**src/rtl/f2_cmd_exec.sv**
```systemverilog
// Grid walker: executes single-step move/rotate commands and a timed navigate-home walk.
// Define F2_GRID_WRAP_EN to wrap coordinates at the grid edges instead of saturating.
module f2_cmd_exec #(
    parameter int STEP_DIV = 4,
    parameter int GRID_MAX = 15
) (
    input  logic       sysclk,
    input  logic       rst_n,
    input  logic       set,
    input  logic [2:0] instruction,
    output logic [3:0] pos_x,
    output logic [3:0] pos_y,
    output logic [1:0] heading,
    output logic       busy,
    output logic       done
);

    typedef enum logic [1:0] {
        S_IDLE = 2'd0,
        S_EXEC = 2'd1,
        S_NAV  = 2'd2,
        S_DONE = 2'd3
    } state_t;

    localparam logic [2:0] INS_FWD  = 3'd1;
    localparam logic [2:0] INS_BWD  = 3'd2;
    localparam logic [2:0] INS_ROT  = 3'd3;
    localparam logic [2:0] INS_HOME = 3'd4;
    localparam logic [3:0] P_MAX    = 4'(GRID_MAX);
    localparam logic [7:0] CNT_LOAD = 8'(STEP_DIV - 1);

    state_t     r_state;
    state_t     w_state_nxt;
    logic       r_set_q;
    logic [2:0] r_instr;
    logic [7:0] r_cnt;
    logic [3:0] r_x;
    logic [3:0] r_y;
    logic [1:0] r_hd;

    logic       w_accept;
    logic       w_at_origin;
    logic [1:0] w_dir;
    logic [3:0] w_nx;
    logic [3:0] w_ny;

    function automatic logic [3:0] f_inc(input logic [3:0] v);
`ifdef F2_GRID_WRAP_EN
        return (v == P_MAX) ? 4'd0 : v + 4'd1;
`else
        return (v == P_MAX) ? v : v + 4'd1;
`endif
    endfunction

    function automatic logic [3:0] f_dec(input logic [3:0] v);
`ifdef F2_GRID_WRAP_EN
        return (v == 4'd0) ? P_MAX : v - 4'd1;
`else
        return (v == 4'd0) ? v : v - 4'd1;
`endif
    endfunction

    assign w_accept    = set && !r_set_q && (r_state == S_IDLE);
    assign w_at_origin = (r_x == 4'd0) && (r_y == 4'd0);

    // Backward moves along the opposite compass direction.
    assign w_dir = (r_instr == INS_BWD) ? (r_hd ^ 2'd2) : r_hd;

    always_comb begin
        w_nx = r_x;
        w_ny = r_y;
        case (w_dir)
            2'd0:    w_ny = f_inc(r_y);
            2'd1:    w_nx = f_inc(r_x);
            2'd2:    w_ny = f_dec(r_y);
            default: w_nx = f_dec(r_x);
        endcase
    end

    always_comb begin
        w_state_nxt = r_state;
        case (r_state)
            S_IDLE: begin
                if (w_accept) begin
                    if (instruction == INS_HOME)
                        w_state_nxt = S_NAV;
                    else if (instruction == INS_FWD || instruction == INS_BWD ||
                             instruction == INS_ROT)
                        w_state_nxt = S_EXEC;
                end
            end
            S_EXEC:  w_state_nxt = S_DONE;
            S_NAV:   if (w_at_origin) w_state_nxt = S_DONE;
            S_DONE:  w_state_nxt = S_IDLE;
            default: w_state_nxt = S_IDLE;
        endcase
    end

    always_ff @(posedge sysclk or negedge rst_n) begin
        if (!rst_n) begin
            r_state <= S_IDLE;
            r_set_q <= 1'b0;
            r_instr <= 3'd0;
            r_cnt   <= 8'd0;
            r_x     <= 4'd0;
            r_y     <= 4'd0;
            r_hd    <= 2'd0;
        end else begin
            r_set_q <= set;
            r_state <= w_state_nxt;
            case (r_state)
                S_IDLE: begin
                    if (w_accept) begin
                        r_instr <= instruction;
                        r_cnt   <= CNT_LOAD;
                    end
                end
                S_EXEC: begin
                    if (r_instr == INS_ROT) begin
                        r_hd <= r_hd + 2'd1;
                    end else begin
                        r_x <= w_nx;
                        r_y <= w_ny;
                    end
                end
                S_NAV: begin
                    // Walk x to zero first, then y, one cell per STEP_DIV cycles.
                    if (!w_at_origin) begin
                        if (r_cnt == 8'd0) begin
                            r_cnt <= CNT_LOAD;
                            if (r_x != 4'd0)
                                r_x <= r_x - 4'd1;
                            else
                                r_y <= r_y - 4'd1;
                        end else begin
                            r_cnt <= r_cnt - 8'd1;
                        end
                    end
                end
                default: ;
            endcase
        end
    end

    assign pos_x   = r_x;
    assign pos_y   = r_y;
    assign heading = r_hd;
    assign busy    = (r_state != S_IDLE);
    assign done    = (r_state == S_DONE);

endmodule

```
**config.mk**
```make
export PLATFORM = sky130hd
export DESIGN_NAME = f2_cmd_exec
export DESIGN_NICKNAME = d
export VERILOG_FILES = /design/src/rtl/f2_cmd_exec.sv
export SDC_FILE = /design/constraint.sdc
export NUM_CORES = 1
export LEC_CHECK = 0
export CORE_UTILIZATION = 60
export CTS_CLUSTER_DIAMETER = 120
export CTS_CLUSTER_SIZE = 40
export DETAILED_ROUTE_END_ITERATION = 10
export PLACE_DENSITY = 0.82
export SLEW_MARGIN = 20
export SYNTH_ARGS = -nofsm -noshare
export SYNTH_HDL_FRONTEND = slang
export SYNTH_SLANG_ARGS = --single-unit
```
**constraint.sdc**
```tcl
create_clock -name sysclk -period 4.5 [get_ports sysclk]
set_input_delay 1.125 -clock sysclk [delete_from_list [all_inputs] [get_ports sysclk]]
set_output_delay 1.125 -clock sysclk [all_outputs]
set_load 0.005 [all_outputs]
```
==> metrics.yaml <==
worst_setup_path:
  critPathCapture: "r_cnt[6]"
  critPathSlowestCell: "clkdlybuf4s50_1"
  arrival_ps: 3080
  slowest_delay_ps: 500
  r2r_cells: 7
  path_max_fanout: 10
  reg2reg_slack_ps: 2120
  criticalPathCategory: "input pin to flop"
  crit_chain: "clkdlybuf4s50_1 > nand3b_1 > a32oi_2 > nand3_1 > or4_1 > a21oi_1"
  cp-start-kind: "input pin"
  worstSetupStartpoint: "set"
  reg2reg_from: "r_state[0]"
  r2r_end: "r_cnt[6]"
  cp.required_ps: 4760
  path_delay_family: "simple AND/OR/NAND/NOR gates"
  cp-end-kind: "flop"
  crit_buf_inv: 1
  crit_cells: 6
global_routing:
  grt_use_total: 0.2557
  antenna_found_initial: 0
  gr-total-overflow: 0
  grt_pass1_wl_um: 5209
  grt_max_degree: 25
  grt_pass1_vias: 1144
floorplanning:
  start_util: 0.6359
  core_sq_um: 2477
  fp.dieW_um: 53.24
  ios: 18
  die_h_um: 53.24
  die_area_sq_um: 2835
  row_count: 18
synthesis:
  yosysTopAreaCellShare: 0.3813
  synth_edf_count: 0
  synth_top_area_cell: "dfrtp_1"
  synth_most_common_cell: "dfrtp_1"
  synth_warnings: 0
  ys_types: 38
  synth_flop_cell: "dfrtp_1"
  synthTopCellsByCount: "24 x dfrtp_1, 13 x ha_1, 11 x inv_1, 11 x nand2_1, 10 x xor2_1"
  syn_area_sq_um: 1575
  syn_avg_cell_area_sq_um: 10.03
  synth_area_leaders: "dfrtp_1 38%, ha_1 10%, xor2_1 5.6%"
  synth_nets: 176
  yosysSeqAreaShare: 0.3813
  async_flop_share: 1.000
  synth-seq-cells: 24
  syn_inst: 157
final_layout:
  multi_input_area_sq_um: 920.9
  area_growth_pct: 15.41
  instances_no_fill: 205
  seq_area_sq_um: 600.6
  num-nets-final: 195
  fill_cells: 186
  final_core_util: 0.7338
  drive_gt1_frac: 0.09143
  insertedDiodeCount: 0
cts:
  cts_root_buffer: "clkbuf_4"
  cts_hold_buffers: 0
  cts.reportedPaths.clkPinSlew_ps: 140
  cts_made_buffers: 3
  cts_buffer_depth: 2
  h-tree-depth: 1
  cts_tree: "yes"
  cts_setup_buffers: 0
  cts_resized: 0
  clkSinkCount: 24
  clock_latency_ps: 320
sta:
  hold_viol: 0
  finalSetupViolCount: 0
  timing.slew.headroom: 0.5650
  max_freq_mhz: 354.8
  whs_ps: 547.8
  fin_ws_ps: 1682
  rsz0062_at_grt: "no"
  slew_violations: 0
  clock_skew_ps: 9.077
  tns_ps: 0
  worst_pin_slew_ps: 643.4
  min_period_ps: 2818
  finalCritPeriodShare: 0.6263
detailed_routing:
  ant_nets: 0
  wl_um: 3129
  viasPerCell: 5.966
  dr.pass1.iters: 4
  drt_iter0_markers: 41
  drc_errors: 0
  wl_per_cell_um: 15.26
  vias: 1223
run:
  drv_cap: 0
placed_design:
  dp_cells: 201
  io_buffers: 17
  hpwlAfterDp_um: 2352
  place_congestion: 0.8184
  pre_cts_slack_ps: 1343
hold_path:
  hp-start: "pos_x[3]"
  hold_path_class: "flop to flop"
power:
  leakage_nw: 0.8021
  cellPowerDensity_nw_per_um2: 710.6
  ir_worst_vdd_uv: 579.5
outcome:
  status: "finished clean"
-- sequential cells by signal, indices dropped and copies added (netlist names) --
| name | count |
|---|---|
| heading | 2 |
| pos_x | 4 |
| pos_y | 4 |
| r_cnt | 8 |
| r_instr | 3 |
| r_set_q | 1 |
| r_state | 2 |
-- kinds of logic after synthesis --
kind of cell,count (synthesis),synth area share
AO/OA/AOI/OAI,26,0.1223
XOR/XNOR,17,0.09929
flip-flops,24,0.3813
buffers and inverters,14,0.03415
multiplexers,10,0.06989
AND/OR/NAND/NOR,53,0.1898
adder cells (fa/ha/maj),13,0.1033
-- final cells by class --
class,count,area share
Sequential cell,24,0.3304
Tap cell,30,0.02065
Timing Repair Buffer,17,0.09085
Clock inverter,1,0.01652
Clock buffer,3,0.01239
Multi-Input combinational cell,119,0.5065
Inverter,11,0.02271
-- layout by cell type (no fill, tap or decap), types with 5 or more instances in the layout --
master,n
mux2i_1,5
xor2_1,10
clkdlybuf4s50_1,16
dfrtp_1,24
xnor2_1,6
inv_1,11
o21ai_0,7
nand3_1,7
nor2_1,9
nand2_1,11
ha_1,13
-- where the power goes --
| group | switching, mW | internal [mW] |
|---|---|---|
| clock | 0.0680 | 0.0901 |
| sequential | 0.116 | 0.299 |
| combinational | 0.358 | 0.360 |
-- per-stage QoR --
stage               instance area, sq um  total power, mW
floorplan                           1575           0.8919
global route                        1818            1.392
finish                              1818            1.292
CTS                                 1823            1.294
global placement                    1770            1.093
detailed placement                  1770            1.132
-- per-layer routing --
| layer | wire (um) | part of all wire | GRT usage |
|---|---|---|---|
| met2 | 1547 | 0.49 | 0.4396 |
| met3 | 165 | 0.053 | 0.02874 |
| met5 | 0 | 0 | 0 |
| met1 | 1381 | 0.44 | 0.3309 |
| met4 | 36 | 0.012 | 0.07895 |
-- how the worst min path moves through the flow --
stage | slack (ps) | depth (start not counted) | end
floorplan | 500 | 1 | r_instr[1]
global placement | 510 | 1 | pos_y[3]
detailed placement | 520 | 1 | pos_y[3]
CTS | 550 | 1 | pos_y[3]
global route | 560 | 1 | pos_y[3]
finish | 550 | 1 | pos_x[3]
(Power assumes the default switching activity.)
